$ cat src/rtl/atomic_pkg.sv
// atomic_pkg: shared encodings for the RV64A atomic sequencer.
// funct5 codes, FSM states and data-memory access sizes.
package atomic_pkg;

    localparam logic [4:0] F5_ADD  = 5'b00000;
    localparam logic [4:0] F5_SWAP = 5'b00001;
    localparam logic [4:0] F5_LR   = 5'b00010;
    localparam logic [4:0] F5_SC   = 5'b00011;
    localparam logic [4:0] F5_XOR  = 5'b00100;
    localparam logic [4:0] F5_OR   = 5'b01000;
    localparam logic [4:0] F5_AND  = 5'b01100;
    localparam logic [4:0] F5_MIN  = 5'b10000;
    localparam logic [4:0] F5_MAX  = 5'b10100;
    localparam logic [4:0] F5_MINU = 5'b11000;
    localparam logic [4:0] F5_MAXU = 5'b11100;

    localparam logic [1:0] SIZE_W = 2'd2;
    localparam logic [1:0] SIZE_D = 2'd3;

    typedef enum logic [2:0] {
        IDLE,
        SC_CHECK,
        LD_REQ,
        LD_WAIT,
        ST_REQ,
        ST_WAIT,
        RESP
    } state_t;

    function automatic logic is_amo_op(input logic [4:0] f5);
        return f5 inside {F5_ADD, F5_SWAP, F5_XOR,
                          F5_OR, F5_AND, F5_MIN,
                          F5_MAX, F5_MINU, F5_MAXU};
    endfunction

endpackage

$ cat src/rtl/amo_alu.sv
// amo_alu: combinational read-modify-write operator for AMOs.
// .W operands are sign-extended so 64-bit compares order them as 32-bit.
module amo_alu
    import atomic_pkg::*;
#(
    parameter int XLEN = 64
) (
    input  logic [4:0]      funct5,
    input  logic            is_word,
    input  logic [XLEN-1:0] old,
    input  logic [XLEN-1:0] rs2,
    output logic [XLEN-1:0] result
);

    logic [XLEN-1:0] a;
    logic [XLEN-1:0] b;
    logic            lt_s;
    logic            lt_u;

    assign a = is_word ? {{(XLEN-32){old[31]}}, old[31:0]} : old;
    assign b = is_word ? {{(XLEN-32){rs2[31]}}, rs2[31:0]} : rs2;

    assign lt_s = $signed(a) < $signed(b);
    assign lt_u = a < b;

    // operator select; non-AMO codes fall back to swap
    always_comb begin
        result = b;
        unique case (funct5)
            F5_ADD:  result = a + b;
            F5_SWAP: result = b;
            F5_XOR:  result = a ^ b;
            F5_OR:   result = a | b;
            F5_AND:  result = a & b;
            F5_MIN:  result = lt_s ? a : b;
            F5_MAX:  result = lt_s ? b : a;
            F5_MINU: result = lt_u ? a : b;
            F5_MAXU: result = lt_u ? b : a;
            default: result = b;
        endcase
    end

endmodule

$ cat src/rtl/atomic_unit.sv
// atomic_unit: LR/SC/AMO sequencer between the LSU and data memory.
// ATOMIC_AMO_EN adds the AMO ALU and its store path; else LR/SC only.
module atomic_unit
    import atomic_pkg::*;
#(
    parameter int XLEN       = 64,
    parameter int ADDR_WIDTH = 64,
    parameter int NUM_HARTS  = 4,
    parameter int HART_W     = $clog2(NUM_HARTS)
) (
    input  logic                  clk,
    input  logic                  rst_n,
    input  logic                  req_valid,
    output logic                  req_ready,
    input  logic [4:0]            req_funct5,
    input  logic                  req_is_word,
    input  logic [ADDR_WIDTH-1:0] req_addr,
    input  logic [XLEN-1:0]       req_wdata,
    input  logic [HART_W-1:0]     req_hart,
    output logic                  resp_valid,
    input  logic                  resp_ready,
    output logic [XLEN-1:0]       resp_data,
    output logic                  resp_misaligned,
    output logic                  resp_illegal,
    output logic                  mem_req_valid,
    input  logic                  mem_req_ready,
    output logic                  mem_req_we,
    output logic [ADDR_WIDTH-1:0] mem_req_addr,
    output logic [XLEN-1:0]       mem_req_wdata,
    output logic [1:0]            mem_req_size,
    input  logic                  mem_resp_valid,
    input  logic [XLEN-1:0]       mem_resp_rdata,
    output logic [HART_W-1:0]     rsv_hart,
    output logic                  lr_valid,
    output logic                  lr_is_word,
    output logic [ADDR_WIDTH-1:0] lr_addr,
    output logic                  sc_valid,
    output logic                  sc_is_word,
    output logic [ADDR_WIDTH-1:0] sc_addr,
    input  logic                  sc_success
);

    state_t                state;
    state_t                state_nx;

    logic                  word_q;
    logic [ADDR_WIDTH-1:0] addr_q;
    logic [XLEN-1:0]       wdata_q;
    logic [XLEN-1:0]       data_q;
    logic [HART_W-1:0]     hart_q;
    logic                  mis_q;
    logic                  ill_q;

    logic                  is_lr_in;
    logic                  is_sc_in;
    logic                  legal_in;
    logic                  mis_in;
    logic                  accept;
    logic                  ld_is_lr;
    logic [XLEN-1:0]       ld_val;
    logic [XLEN-1:0]       st_raw;
    logic [XLEN-1:0]       st_val;

    assign is_lr_in = req_funct5 == F5_LR;
    assign is_sc_in = req_funct5 == F5_SC;
    assign accept   = (state == IDLE) && req_valid;

    assign mis_in = req_is_word ? (req_addr[1:0] != 2'b00)
                                : (req_addr[2:0] != 3'b000);

    assign ld_val = word_q
        ? {{(XLEN-32){mem_resp_rdata[31]}}, mem_resp_rdata[31:0]}
        : mem_resp_rdata;

`ifdef ATOMIC_AMO_EN
    logic [4:0]      f5_q;
    logic [XLEN-1:0] alu_res;

    assign legal_in = is_lr_in | is_sc_in | is_amo_op(req_funct5);
    assign ld_is_lr = f5_q == F5_LR;
    assign st_raw   = (f5_q == F5_SC) ? wdata_q : alu_res;

    // opcode is only needed once loads feed the ALU
    always_ff @(posedge clk or negedge rst_n) begin
        if (!rst_n) f5_q <= '0;
        else if (accept) f5_q <= req_funct5;
    end

    amo_alu #(.XLEN(XLEN)) u_alu (
        .funct5  (f5_q),
        .is_word (word_q),
        .old     (data_q),
        .rs2     (wdata_q),
        .result  (alu_res)
    );
`else
    assign legal_in = is_lr_in | is_sc_in;
    assign ld_is_lr = 1'b1;
    assign st_raw   = wdata_q;
`endif

    assign st_val = word_q ? {{(XLEN-32){1'b0}}, st_raw[31:0]}
                           : st_raw;

    // state register; reset abandons any outstanding access
    always_ff @(posedge clk or negedge rst_n) begin
        if (!rst_n) state <= IDLE;
        else        state <= state_nx;
    end

    // next state and handshake strobes
    always_comb begin
        state_nx      = state;
        req_ready     = 1'b0;
        resp_valid    = 1'b0;
        mem_req_valid = 1'b0;
        mem_req_we    = 1'b0;
        lr_valid      = 1'b0;
        sc_valid      = 1'b0;
        unique case (state)
            IDLE: begin
                req_ready = 1'b1;
                if (req_valid) begin
                    if (!legal_in || mis_in) state_nx = RESP;
                    else if (is_sc_in)       state_nx = SC_CHECK;
                    else                     state_nx = LD_REQ;
                end
            end
            SC_CHECK: begin
                sc_valid = 1'b1;
                state_nx = sc_success ? ST_REQ : RESP;
            end
            LD_REQ: begin
                mem_req_valid = 1'b1;
                if (mem_req_ready) state_nx = LD_WAIT;
            end
            LD_WAIT: begin
                if (mem_resp_valid) begin
                    lr_valid = ld_is_lr;
                    state_nx = ld_is_lr ? RESP : ST_REQ;
                end
            end
            ST_REQ: begin
                mem_req_valid = 1'b1;
                mem_req_we    = 1'b1;
                if (mem_req_ready) state_nx = ST_WAIT;
            end
            ST_WAIT: begin
                if (mem_resp_valid) state_nx = RESP;
            end
            RESP: begin
                resp_valid = 1'b1;
                if (resp_ready) state_nx = IDLE;
            end
            default: state_nx = IDLE;
        endcase
    end

    // latch the request, then capture SC status or loaded data as rd
    always_ff @(posedge clk or negedge rst_n) begin
        if (!rst_n) begin
            word_q  <= 1'b0;
            addr_q  <= '0;
            wdata_q <= '0;
            hart_q  <= '0;
            mis_q   <= 1'b0;
            ill_q   <= 1'b0;
            data_q  <= '0;
        end else begin
            if (accept) begin
                word_q  <= req_is_word;
                addr_q  <= req_addr;
                wdata_q <= req_wdata;
                hart_q  <= req_hart;
                mis_q   <= legal_in & mis_in;
                ill_q   <= ~legal_in;
                data_q  <= '0;
            end
            if (state == SC_CHECK) begin
                data_q <= {{(XLEN-1){1'b0}}, ~sc_success};
            end
            if (state == LD_WAIT && mem_resp_valid) begin
                data_q <= ld_val;
            end
        end
    end

    assign resp_data       = data_q;
    assign resp_misaligned = resp_valid & mis_q;
    assign resp_illegal    = resp_valid & ill_q;

    assign mem_req_addr  = addr_q;
    assign mem_req_wdata = mem_req_we ? st_val : '0;
    assign mem_req_size  = !mem_req_valid ? 2'b00
                         : (word_q ? SIZE_W : SIZE_D);

    assign rsv_hart   = hart_q;
    assign lr_addr    = addr_q;
    assign lr_is_word = lr_valid & word_q;
    assign sc_addr    = addr_q;
    assign sc_is_word = sc_valid & word_q;

endmodule

$ cat config.mk
export PLATFORM = sky130hd
export DESIGN_NAME = atomic_unit
export DESIGN_NICKNAME = d
export VERILOG_FILES = /design/src/rtl/atomic_pkg.sv /design/src/rtl/amo_alu.sv /design/src/rtl/atomic_unit.sv
export SDC_FILE = /design/constraint.sdc
export NUM_CORES = 1
export LEC_CHECK = 0
export CAP_MARGIN = 10
export CELL_PAD_IN_SITES_DETAIL_PLACEMENT = 0
export CELL_PAD_IN_SITES_GLOBAL_PLACEMENT = 1
export CORE_AREA = 2 2 211 213
export DETAILED_ROUTE_END_ITERATION = 8
export DIE_AREA = 0 0 213 215
export PLACE_DENSITY_LB_ADDON = 0.1
export SETUP_SLACK_MARGIN = 0.5
export SYNTH_ARGS = -nofsm -noshare
export SYNTH_HDL_FRONTEND = slang
export SYNTH_SLANG_ARGS = --single-unit
$ cat constraint.sdc
create_clock -name clk -period 3.67 [get_ports clk]
set_clock_uncertainty 0.1 [all_clocks]
set_input_delay 0.5505 -clock clk [delete_from_list [all_inputs] [get_ports clk]]
set_output_delay 0.5505 -clock clk [all_outputs]
set_load 0.02 [all_outputs]
==> reports/results.txt <==
The flow ran to the end, and the final reports show no timing, DRC or antenna violations. Once detailed placement completed, the half-perimeter wirelength came to 27500 um. For the number of hold violations in the final report, the log shows 0. The proportion of register bits with asynchronous set or reset after synthesis is 100%, and the DRC violations left is 0.

The width of the chip was 213 um; the register bit count reported by yosys was 200. At the worst endpoint, the required time is 3.02 ns. The synthesized design spends more area on one cell type than any other, namely sky130_fd_sc_hd__dfrtp_1.

Yosys printed 0 warnings. Summing over every cut layer, the via total after detailed routing is 8049. The die covers 45800 um^2. The post-route netlist has 4.33% of its cells at a drive strength greater than 1.

The tools report the starting density of the core as 21.2%. Dividing the synthesized area by the synthesized cell count gives 8.91 um^2. The layout overhead on the synthesized area was 61.6%.

The clock tree root buffer cell was sky130_fd_sc_hd__clkbuf_16. The transition time at the pin with the least slew margin was 0.870 ns; the sum of negative setup slack was 0 ns. After the first detailed-routing iteration, the DRC count stood at 342. The worst setup path is captured at an output port. The class of the most critical setup path is reg2out. Clock latency on the worst-skew pair, taken at its later pin, is 0.45 ns. The number of nets in the synthesized netlist is 1246. Based on the critical path, the design can be clocked at up to 324 MHz.

The initial antenna violation count came out at 8. After floorplanning, the core was sized to cover 43600 um^2. The headroom to the max-slew limit was 42.0%. For the routed wire length, the log shows 37500 um. Startpoint class of the critical path: a flop. Yosys mapped the design onto 34 distinct sky130hd cell types.

For this design the top-level I/O count stands at 541. CTS built an H-tree with a depth of 4. The CTS buffer count was 17; the register area was 5010 um^2. Wire length of the first global-routing pass: 54100 um. The path class of the tightest hold or removal check is in2async.

The run gives 0.732 as the routability-driven placement congestion ratio. For the number of rows in the core area, the log shows 77. The area occupied by multi-input gates was 2960 um^2. The clock passes through at most 2 buffers. Setup repair after global routing could not meet its margin everywhere.

Data arrives at the worst endpoint at 2.44 ns. For the worst flop-to-flop path, the logic depth is 5. The detail route stage leaves a number of antenna-violating nets equal to 0. The count of pins over their slew limit is 0, and the number of input and output port buffers inserted is 540. The setup check on the worst reg-to-reg path leaves a slack of 1.50 ns. The post-synthesis cell count was 1039. For the number of setup buffers added after CTS, the log shows 0. Sum of overflow across all layers after global routing: 0. Clock tree synthesis found a total of 200 sinks. Pin count of the biggest net entering global routing: 100. TritonCTS built the clock tree. In the routed layout, each cell is associated on average with a via count of 3.97. The power density relative to cell area was 888 nW/um^2.

The layout filler cell count is 4541. The tools report the setup violation total in the final timing report as 0. Ranked by total cell area, the synthesized netlist is headed by sky130_fd_sc_hd__dfrtp_1 (54%), sky130_fd_sc_hd__nand2_1 (17%), sky130_fd_sc_hd__buf_4 (11%). The leakage power is 6.84 nW. After clock tree synthesis, the clock-pin slew on the worst setup and hold paths is 0.07 ns. After synthesis, the largest area contributor takes up 54.1% of total cell area.

The most used flip-flop cell after synthesis is sky130_fd_sc_hd__dfrtp_1. Total power: 0.0133 W. The number of nets at the end of the flow is 1625, and the summed instance area of the synthesized netlist is 9260 um^2. Along the worst path, the maximum fanout reaches 65. The routed wire length per instance works out to 18.5 um. Maximum vdd drop: 0.490 mV. The logs give 0 for the number of maximum-capacitance violations and 4 for the length of the first detailed-routing pass in iterations. Summing the sequential cell areas from Yosys gives 54.1% of the chip area. The combined global-route utilization of all metal layers came out at 16.1%. The synthesized design contains 0 enable-type register cells. The die is 215 um tall. The number of global-route vias before repair is 8068. The worst path uses 84.2% of the clock period. The final critical path time including I/O delays and setup was 3.09 ns.
==> final timing paths <==
| path | endpoint | from |
|---|---|---|
| min | st_raw[15]$_DFFE_PN0P_ | rst_n |
| max reg2reg | st_raw[8]$_DFFE_PN0P_ | state[2]$_DFFE_PN0P_ |
| max in group asynchronous | st_raw[52]$_DFFE_PN0P_ | rst_n |
| min reg2reg | mis_q$_DFFE_PN0P_ | mis_q$_DFFE_PN0P_ |
| max | mem_req_wdata[38] | state[1]$_DFFE_PN0P_ |
| min in group clk | mis_q$_DFFE_PN0P_ | mis_q$_DFFE_PN0P_ |
==> cell families after synthesis <==
family,share of synthesized area (%)
AND/OR/NAND/NOR,23.7
flip-flops,54.1
buffers and inverters,14.1
AO/OA/AOI/OAI,7.91
multiplexers,0.216
==> synthesized netlist by cell type, drive strengths merged, types with 2 or more instances <==
cell	n
a21oi	36
a22o	31
a31oi	2
and2	38
and3	32
buf	166
clkbuf	28
dfrtp	200
inv	6
mux2i	2
nand2	430
nor2	8
nor2b	3
nor3b	2
nor4b	2
o21ai	41
or3b	2
==> metrics by stage <==
step                      cell area [um^2]  instances  setup slack, ns  hold WS, ns  util (%)
after CTS                            15000       2023            0.508       0.0855      34.3
final                                15000       2026            0.580       0.0327      34.3
after global routing                 15000       2024            0.444       0.0894      34.3
after floorplan                       9260       1039             1.57        0.155         -
after global placement               14300       1991            0.636        0.356      32.8
after detailed placement             14300       1991            0.662        0.357      32.8
==> layout make-up <==
class,instances,area share (%)
antenna,3,0.0502
timing repair buffer,554,37.5
inverter,6,0.150
clock inverter,11,0.953
sequential,200,33.5
clock buffer,21,3.14
multi-input combinational,639,19.8
tap,592,4.95
==> layer usage <==
metal	track usage [%]	part of all wire, %	routed length, um	up-vias
met4	4.24	1.3	500	8
met3	5.11	7.5	2800	30
met1	19.2	41	15500	3803
met2	27.6	50	18700	292
li1	-	-	-	3916
met5	0	0.18	66	-
==> critical path: stages (launching register included) <==
cell and delay (ns):
sky130_fd_sc_hd__dfrtp_2 0.49, sky130_fd_sc_hd__inv_2 0.11, sky130_fd_sc_hd__nand2_1 0.13, sky130_fd_sc_hd__nor2_4 0.16, sky130_fd_sc_hd__buf_12 0.24, sky130_fd_sc_hd__and3_1 0.22
sky130_fd_sc_hd__clkdlybuf4s50_1 0.62
==> state kept, by name, summed over array words and instances, names as in the netlist <==
name / cells
rsv_hart: 2
word_q: 1
lr_addr: 64
resp_data: 64
st_raw: 64
ill_q: 1
mis_q: 1
state: 3
==> power breakdown <==
| group | internal (W) | switching (W) |
|---|---|---|
| sequential | 0.00320 | 0.000853 |
| clock | 0.00113 | 0.000898 |
| combinational | 0.00337 | 0.00385 |
==> layout by cell type (no fill, tap or decap), drive strengths merged <==
master,Yosys,final
clkdlybuf4s50,0,536
nand2,430,430
dfrtp,200,200
o21ai,41,41
and2,38,38
a21oi,36,36
and3,32,32
a22o,31,31
clkbuf,28,21
buf,166,15
nor2,8,8
inv,6,8
clkinv,0,5
diode,0,3
nor2b,3,3
bufinv,0,3
dlymetal6s2s,0,3
a31oi,2,2
mux2i,2,2
nor3b,2,2
or3b,2,2
nor4b,2,2
nand2b,1,1
or2,1,1
nor3,1,1
o21bai,1,1
a21o,1,1
o211ai,1,1
a221oi,1,1
a211oi,1,1
o31ai,1,1
nand3,1,1
clkinvlp,0,1
==> repair_timing <==
action | in CTS | in global routing
gates resized for setup | 2 | 4
hold buffers | 0 | 0
setup endpoints to repair | 68 | 66
Note: power is estimated with default switching activity, not from simulation.
